<file path="src/rtl/calyx_sdiv_pkg.sv">
// Shared types and helpers for the multi-cycle signed divider.
// Contents:
//   sdiv_state_e : divider FSM states
//   mag_t        : widest supported magnitude container (MAX_W+1 bits)
//   twos_mag()   : two's-complement magnitude of a sign-extended value; callers
//                  narrow the result with a (width+1)'() or width'() cast
package calyx_sdiv_pkg;

    // Widest operand the divider is built for.
    localparam int unsigned MAX_W = 64;

    typedef enum logic [1:0] {
        IDLE  = 2'd0,
        CALC  = 2'd1,
        FIXUP = 2'd2,
        DONE  = 2'd3
    } sdiv_state_e;

    typedef logic [MAX_W:0] mag_t;

    // Magnitude of a sign-extended value. One spare bit keeps |MIN| exact.
    function automatic mag_t twos_mag(input mag_t val);
        return val[MAX_W] ? (~val + mag_t'(1)) : val;
    endfunction

endpackage

</file>
<file path="src/rtl/std_udiv_step.sv">
// One restoring-division iteration on unsigned magnitudes (combinational).
// Ports:
//   rem_i : partial remainder before this step (always below the divisor)
//   msb_i : next dividend bit shifted into the partial remainder
//   div_i : divisor magnitude, width+1 bits so |MIN| fits
//   rem_o : partial remainder after this step
//   q_o   : quotient bit produced by this step
module std_udiv_step #(
    parameter int unsigned width = 32
) (
    input  logic [width-1:0] rem_i,
    input  logic             msb_i,
    input  logic [width:0]   div_i,
    output logic [width-1:0] rem_o,
    output logic             q_o
);

    logic [width:0] shifted;
    logic [width:0] diff;

    // Shifted remainder stays below 2^width, so bit [width] of the
    // width+1-bit difference is a reliable borrow/sign indicator.
    assign shifted = {rem_i, msb_i};
    assign diff    = shifted - div_i;
    assign q_o     = ~diff[width];
    assign rem_o   = q_o ? diff[width-1:0] : shifted[width-1:0];

endmodule

</file>
<file path="src/rtl/std_sdiv_pipe.sv">
// Multi-cycle signed divider with a go/done latency-insensitive handshake.
// Restoring division on operand magnitudes (one quotient bit per cycle)
// followed by a sign fix-up; truncating quotient/remainder semantics.
// Parameter:
//   width          : operand/result width, 2 .. calyx_sdiv_pkg::MAX_W
// Ports:
//   clk            : rising-edge clock
//   reset_n        : asynchronous active-low reset
//   go             : start/hold request, held high by the caller until done
//   left, right    : signed dividend / divisor, sampled in the start cycle
//   out_quotient   : signed quotient, registered, held until next result
//   out_remainder  : signed remainder, registered, held until next result
//   div_by_zero    : divide-by-zero flag of the last result
//                    (only when STD_SDIV_PIPE_DIV0_FLAG_EN is defined)
//   done           : one-cycle completion pulse
// Latency: go first seen in cycle 0 gives done in cycle width+2.
module std_sdiv_pipe
    import calyx_sdiv_pkg::*;
#(
    parameter int unsigned width = 32
) (
    input  logic             clk,
    input  logic             reset_n,
    input  logic             go,
    input  logic [width-1:0] left,
    input  logic [width-1:0] right,
    output logic [width-1:0] out_quotient,
    output logic [width-1:0] out_remainder,
`ifdef STD_SDIV_PIPE_DIV0_FLAG_EN
    output logic             div_by_zero,
`endif
    output logic             done
);

    localparam int unsigned CNT_W = $clog2(width);

    sdiv_state_e state_q, state_d;

    logic [width-1:0] dvd_q, dvd_d;      // dividend bits out, quotient bits in
    logic [width:0]   dsr_q, dsr_d;      // divisor magnitude
    logic [width-1:0] rem_q, rem_d;      // partial remainder
    logic [CNT_W-1:0] cnt_q, cnt_d;
    logic             qsign_q, qsign_d;
    logic             rsign_q, rsign_d;
    logic             div0_q, div0_d;
    logic [width-1:0] left_q, left_d;    // raw dividend for the divide-by-zero result
    logic [width-1:0] quot_q, quot_d;
    logic [width-1:0] remo_q, remo_d;
    logic             done_q, done_d;
`ifdef STD_SDIV_PIPE_DIV0_FLAG_EN
    logic             dz_q, dz_d;
`endif

    logic [width-1:0] step_rem;
    logic             step_q;
    mag_t             left_ext;
    mag_t             right_ext;

    assign left_ext  = {{(MAX_W + 1 - width){left[width-1]}}, left};
    assign right_ext = {{(MAX_W + 1 - width){right[width-1]}}, right};

    std_udiv_step #(
        .width (width)
    ) u_step (
        .rem_i (rem_q),
        .msb_i (dvd_q[width-1]),
        .div_i (dsr_q),
        .rem_o (step_rem),
        .q_o   (step_q)
    );

    // State register.
    always_ff @(posedge clk or negedge reset_n) begin
        if (!reset_n) begin
            state_q <= IDLE;
        end else begin
            state_q <= state_d;
        end
    end

    // Next-state logic; dropping go in CALC or FIXUP aborts the operation.
    always_comb begin
        state_d = state_q;
        unique case (state_q)
            IDLE:  if (go) state_d = CALC;
            CALC: begin
                if (!go) begin
                    state_d = IDLE;
                end else if (cnt_q == '0) begin
                    state_d = FIXUP;
                end
            end
            FIXUP: state_d = go ? DONE : IDLE;
            DONE:  state_d = IDLE;
            default: state_d = IDLE;
        endcase
    end

    // Datapath and output next values.
    always_comb begin
        dvd_d   = dvd_q;
        dsr_d   = dsr_q;
        rem_d   = rem_q;
        cnt_d   = cnt_q;
        qsign_d = qsign_q;
        rsign_d = rsign_q;
        div0_d  = div0_q;
        left_d  = left_q;
        quot_d  = quot_q;
        remo_d  = remo_q;
        done_d  = 1'b0;
`ifdef STD_SDIV_PIPE_DIV0_FLAG_EN
        dz_d    = dz_q;
`endif
        unique case (state_q)
            IDLE: begin
                if (go) begin
                    dvd_d   = width'(twos_mag(left_ext));
                    dsr_d   = (width + 1)'(twos_mag(right_ext));
                    rem_d   = '0;
                    cnt_d   = CNT_W'(width - 1);
                    qsign_d = left[width-1] ^ right[width-1];
                    rsign_d = left[width-1];
                    div0_d  = (right == '0);
                    left_d  = left;
                end
            end
            CALC: begin
                rem_d = step_rem;
                dvd_d = {dvd_q[width-2:0], step_q};
                if (cnt_q != '0) begin
                    cnt_d = cnt_q - CNT_W'(1);
                end
            end
            FIXUP: begin
                if (go) begin
                    done_d = 1'b1;
                    if (div0_q) begin
                        quot_d = '0;
                        remo_d = left_q;
                    end else begin
                        // MIN / -1 wraps back to MIN through the truncation.
                        quot_d = qsign_q ? (~dvd_q + width'(1)) : dvd_q;
                        remo_d = rsign_q ? (~rem_q + width'(1)) : rem_q;
                    end
`ifdef STD_SDIV_PIPE_DIV0_FLAG_EN
                    dz_d = div0_q;
`endif
                end
            end
            DONE: begin
            end
            default: begin
            end
        endcase
    end

    // Datapath registers.
    always_ff @(posedge clk or negedge reset_n) begin
        if (!reset_n) begin
            dvd_q   <= '0;
            dsr_q   <= '0;
            rem_q   <= '0;
            cnt_q   <= '0;
            qsign_q <= 1'b0;
            rsign_q <= 1'b0;
            div0_q  <= 1'b0;
            left_q  <= '0;
            quot_q  <= '0;
            remo_q  <= '0;
            done_q  <= 1'b0;
        end else begin
            dvd_q   <= dvd_d;
            dsr_q   <= dsr_d;
            rem_q   <= rem_d;
            cnt_q   <= cnt_d;
            qsign_q <= qsign_d;
            rsign_q <= rsign_d;
            div0_q  <= div0_d;
            left_q  <= left_d;
            quot_q  <= quot_d;
            remo_q  <= remo_d;
            done_q  <= done_d;
        end
    end

`ifdef STD_SDIV_PIPE_DIV0_FLAG_EN
    always_ff @(posedge clk or negedge reset_n) begin
        if (!reset_n) begin
            dz_q <= 1'b0;
        end else begin
            dz_q <= dz_d;
        end
    end

    assign div_by_zero = dz_q;
`endif

    assign out_quotient  = quot_q;
    assign out_remainder = remo_q;
    assign done          = done_q;

endmodule

</file>
<file path="config.mk">
export PLATFORM = sky130hd
export DESIGN_NAME = std_sdiv_pipe
export DESIGN_NICKNAME = d
export VERILOG_FILES = /design/src/rtl/calyx_sdiv_pkg.sv /design/src/rtl/std_udiv_step.sv /design/src/rtl/std_sdiv_pipe.sv
export SDC_FILE = /design/constraint.sdc
export NUM_CORES = 1
export LEC_CHECK = 0
export CAP_MARGIN = 20
export CORE_ASPECT_RATIO = 1.2
export CORE_MARGIN = 5
export CORE_UTILIZATION = 36
export CTS_CLUSTER_DIAMETER = 200
export CTS_CLUSTER_SIZE = 12
export DETAILED_ROUTE_END_ITERATION = 12
export PLACE_DENSITY = 0.52
export REMOVE_ABC_BUFFERS = 1
export SLEW_MARGIN = 20
export SYNTH_ARGS = -nofsm -noshare
export SYNTH_HDL_FRONTEND = slang
export SYNTH_SLANG_ARGS = --single-unit
</file>
<file path="constraint.sdc">
create_clock -name clk -period 5.5 [get_ports clk]
set_input_delay 1.1 -clock clk [delete_from_list [all_inputs] [get_ports clk]]
set_output_delay 1.1 -clock clk [all_outputs]
set_load 0.01 [all_outputs]
</file>
==> flow_results.xml <==
<?xml version="1.0" encoding="UTF-8"?>
<metrics>
  <group name="run_status">
    <metric name="run_status" unit="">complete, no violations</metric>
  </group>
  <group name="worst_setup_path">
    <metric name="kind_of_end_point_of_the_critical_path" unit="">flip-flop</metric>
    <metric name="crit_required" unit="ns">5.91</metric>
    <metric name="setup.worst_path.start" unit="">dvd_q[31]</metric>
    <metric name="arrival" unit="ns">4.49</metric>
    <metric name="crit_type" unit="">reg2reg</metric>
    <metric name="timing.critical_path.mode_cell" unit="">buf_4</metric>
    <metric name="critical_path.max_stage_delay" unit="ns">0.46</metric>
    <metric name="worst-path-max-fanout" unit="">36</metric>
    <metric name="rr_startpoint" unit="">dvd_q[31]</metric>
    <metric name="timing.critical_path.cells" unit="">inv_1 &gt; ha_1 &gt; fa_1 &gt; nor2b_1 &gt; o31ai_1 &gt; a31oi_1 &gt; nor3_1 &gt; buf_4 &gt; o211ai_1 &gt; a221oi_1 &gt; xnor2_2 &gt; buf_4 &gt; mux2_2 &gt; o21ai_0</metric>
    <metric name="reg2regPathDepth" unit="">14</metric>
    <metric name="start_kind" unit="">flip-flop</metric>
    <metric name="cpMaxStageDelayCell" unit="">buf_4</metric>
  </group>
  <group name="timing">
    <metric name="max_clock_freq" unit="MHz">245.2</metric>
    <metric name="timing.slew.headroom" unit="%">34.43</metric>
    <metric name="finalWorstPathRequiredPeriod" unit="ns">4.078</metric>
    <metric name="worst_pin_slew" unit="ns">0.9835</metric>
    <metric name="worst_case_clock_skew" unit="ns">0.01776</metric>
    <metric name="setup_slack" unit="ns">1.422</metric>
    <metric name="final_tns_setup" unit="ns">0</metric>
    <metric name="post-route-period-util" unit="%">74.14</metric>
    <metric name="maxSlewViolCount" unit="">0</metric>
    <metric name="finalHoldViolCount" unit="">0</metric>
    <metric name="report.final.setup_viol" unit="">0</metric>
    <metric name="rsz0062_at_grt" unit="">false</metric>
  </group>
  <group name="logic_synthesis">
    <metric name="synth-warning-count" unit="">0</metric>
    <metric name="post_synth_num_cell_types" unit="">65</metric>
    <metric name="synth_top_cells_by_count" unit="">nand2_1 (250), o21ai_0 (210), dfrtp_1 (203)</metric>
    <metric name="synth_mux_area_share" unit="%">2.973</metric>
    <metric name="synth_edf_count" unit="">0</metric>
    <metric name="synth_compound_area_share" unit="%">20.98</metric>
    <metric name="synth.top_cell.area_share" unit="%">40.64</metric>
    <metric name="largest_cells_by_area_after_synthesis" unit="">dfrtp_1 (41%), o21ai_0 (8.4%), xor2_1 (7.6%)</metric>
    <metric name="yosysTopAreaCell" unit="">dfrtp_1</metric>
    <metric name="synth-main-ff-cell" unit="">dfrtp_1</metric>
    <metric name="synth.avg_cell_area" unit="µm²">8.562</metric>
    <metric name="synth.yosys.seq_area_share" unit="%">40.64</metric>
    <metric name="synth-xor-area-share" unit="%">10.02</metric>
    <metric name="ys_seq_elements" unit="">203</metric>
    <metric name="synthMostInstantiatedCell" unit="">nand2_1</metric>
    <metric name="ffs_w_async_s_r_synth" unit="%">100.0</metric>
    <metric name="netlist_area" unit="µm²">12500</metric>
    <metric name="synth_adder_area_share" unit="%">3.964</metric>
    <metric name="postSynthCellCount" unit="">1460</metric>
    <metric name="yosys.area_share.simple" unit="%">17.23</metric>
    <metric name="synth_top_family_by_area" unit="">compound AO/OA/AOI/OAI gates</metric>
  </group>
  <group name="placed_design">
    <metric name="routabilityCongestion" unit="">0.7986</metric>
    <metric name="place_inst" unit="">1978</metric>
    <metric name="detailedPlace.worstSlack" unit="ns">1.009</metric>
    <metric name="dp_hpwl" unit="mm">24.00</metric>
    <metric name="placed_cell_area" unit="µm²">14220</metric>
    <metric name="io_port_bufs" unit="">131</metric>
  </group>
  <group name="clock_network">
    <metric name="clock_slew_at_the_register_clock_pins_of_the_worst_setup_and_hold_paths" unit="ns">0.06</metric>
    <metric name="post_cts_hold_buffer_count" unit="">0</metric>
    <metric name="postCtsSetupRepairBufs" unit="">0</metric>
    <metric name="postCtsResizedCells" unit="">0</metric>
    <metric name="cts_tree" unit="">yes</metric>
    <metric name="clockRootBuffer" unit="">clkbuf_16</metric>
    <metric name="cts_buffer_depth" unit="">3</metric>
    <metric name="clock_insertion_delay_at_the_later_pin_of_the_skew_report" unit="ns">0.50</metric>
    <metric name="htree_num_levels" unit="">1</metric>
    <metric name="clock_sink_count" unit="">203</metric>
    <metric name="numCtsBuffers" unit="">20</metric>
  </group>
  <group name="floorplanning">
    <metric name="dieWidth" unit="µm">180.1</metric>
    <metric name="fp-row-count" unit="">74</metric>
    <metric name="boundary_pins" unit="">132</metric>
    <metric name="core" unit="µm²">34170</metric>
    <metric name="start_util" unit="%">36.59</metric>
    <metric name="design.die.area" unit="µm²">38570</metric>
    <metric name="die_height" unit="µm">214.1</metric>
  </group>
  <group name="cells_and_area">
    <metric name="layout.nets" unit="">1650</metric>
    <metric name="layout.cells.non_filler" unit="">2000</metric>
    <metric name="multi_input_comb_area" unit="µm²">6925</metric>
    <metric name="ff_latch_area" unit="µm²">5081</metric>
    <metric name="final_layout_size_suffix_gt1_share" unit="%">3.951</metric>
    <metric name="final_design_area_no_fill" unit="µm²">14750</metric>
    <metric name="area_growth" unit="%">17.99</metric>
    <metric name="antenna-diode-count" unit="">0</metric>
    <metric name="n_fill_cell" unit="">3484</metric>
  </group>
  <group name="global_route">
    <metric name="maximum_number_of_pins_on_one_net_before_global_route_repair" unit="">104</metric>
    <metric name="grt_use_total" unit="%">16.85</metric>
    <metric name="first_global_vias" unit="">10335</metric>
    <metric name="antenna_found_initial" unit="">0</metric>
    <metric name="grt_overflow_total" unit="">0</metric>
    <metric name="first_pass_grt_wire_length" unit="mm">55.38</metric>
  </group>
  <group name="drt">
    <metric name="vias" unit="">10392</metric>
    <metric name="wl" unit="mm">33.17</metric>
    <metric name="detailedRoute.firstIterationViolations" unit="">626</metric>
    <metric name="vias_per_cell" unit="">5.196</metric>
    <metric name="postRouteAntennaNets" unit="">0</metric>
    <metric name="post_drt_wl_per_cell" unit="µm">16.59</metric>
    <metric name="drc" unit="">0</metric>
    <metric name="drt-pass1-iter-count" unit="">5</metric>
  </group>
  <group name="power">
    <metric name="power_per_standard_cell_area" unit="nW/µm²">418.6</metric>
    <metric name="power.static_leakage" unit="nW">6.360</metric>
    <metric name="vdd.ir_drop.worst" unit="µV">275.5</metric>
  </group>
  <group name="worst_hold_path">
    <metric name="min_path_type" unit="">reg2reg</metric>
    <metric name="hp-start" unit="">out_quotient[23]</metric>
    <metric name="whs_path_depth" unit="">2</metric>
  </group>
  <group name="flow_run">
    <metric name="timing.max_cap.violations" unit="">0</metric>
  </group>
</metrics>
## critical path, delay by kind of cell (launching register included)
family / cells / cell delay, ns
AOI/OAI and AO/OA: 5 / 1.35
buffers and inverters: 3 / 0.91
adders and majority gates: 2 / 0.50
muxes: 1 / 0.39
DFF: 1 / 0.37
and+or+nand+nor: 2 / 0.27
xor gates and xnor gates: 1 / 0.15
## through the flow
step / power (mW) / utilization, % / hold WS [ns]
finish: 6.174 / 43.17 / 0.4740
global route: 6.690 / 43.17 / 0.4881
CTS: 6.233 / 43.17 / 0.4809
detailed placement: 4.958 / 41.62 / 0.4635
global placement: 4.925 / 41.62 / 0.4578
floorplan: 4.217 / - / 0.4454
## placed cells by master (no fill, tap or decap), types with 6 or more instances in the layout
master / synthesis / final
a31oi_1: 7 / 7
mux2i_1: 36 / 36
o21a_1: 8 / 8
dfrtp_1: 203 / 202
clkbuf_16: 0 / 21
or4_1: 22 / 22
nor3_1: 17 / 17
o21ai_0: 210 / 210
o31ai_1: 42 / 42
a21o_1: 10 / 10
nor2_1: 59 / 58
buf_4: 0 / 13
nor2b_1: 13 / 12
a22oi_1: 26 / 26
xnor2_1: 35 / 34
xor2_1: 108 / 108
ha_1: 38 / 38
o41ai_1: 16 / 16
clkdlybuf4s50_1: 0 / 130
or2_2: 6 / 6
nand3_1: 40 / 40
and2_1: 6 / 6
a21oi_1: 74 / 74
inv_1: 56 / 56
or3_1: 15 / 15
nand2_1: 250 / 248
nor4_1: 6 / 6
## flip-flops by register name, indices dropped and copies added (netlist names), 2 cells and up
| name | count |
|---|---|
| out_quotient | 32 |
| left_q | 31 |
| cnt_q | 5 |
| dvd_q | 32 |
| out_remainder | 32 |
| dsr_q | 33 |
| rem_q | 32 |
| state_q | 2 |
## cells by family after synthesis
family | Yosys count
compound gates | 435
xor+xnor | 143
fa+ha+maj | 39
buf+inv | 139
flops | 203
mux | 37
simple gates | 464
## area by class of cell
cell class / instances / share of cell area [%]
sequential: 203 / 34.45
timing repair buffer: 145 / 9.713
multi-input combinational: 1118 / 46.95
inverter: 56 / 1.425
tap: 456 / 3.868
clock buffer: 22 / 3.588
## final timing paths
| check | end | slack, ns |
|---|---|---|
| worst max-delay path | rem_q[1] | 1.42 |
| worst min-delay path | out_quotient[23] | 0.47 |
| worst max register to register | rem_q[1] | 1.42 |
| worst min register to register | out_quotient[23] | 0.47 |
| max in group asynchronous | out_quotient[7] | 3.72 |
| min in group asynchronous | dsr_q[31] | 0.69 |
## metal layers
layer  up-vias  GRT usage, %  wire length, µm
met1      4887         23.62            16040
met5         -             0                0
met2       164         28.20            15420
li1       5302             -                -
met4         0         3.656              614
met3        39         1.985             1100
## power breakdown
group | leakage, nW | switching [mW] | internal, mW | total (mW)
registers | 2.60 | 0.362 | 1.74 | 2.10
logic | 3.50 | 1.55 | 1.28 | 2.83
clock network | 0.260 | 0.572 | 0.672 | 1.24
(Power assumes the default switching activity.)
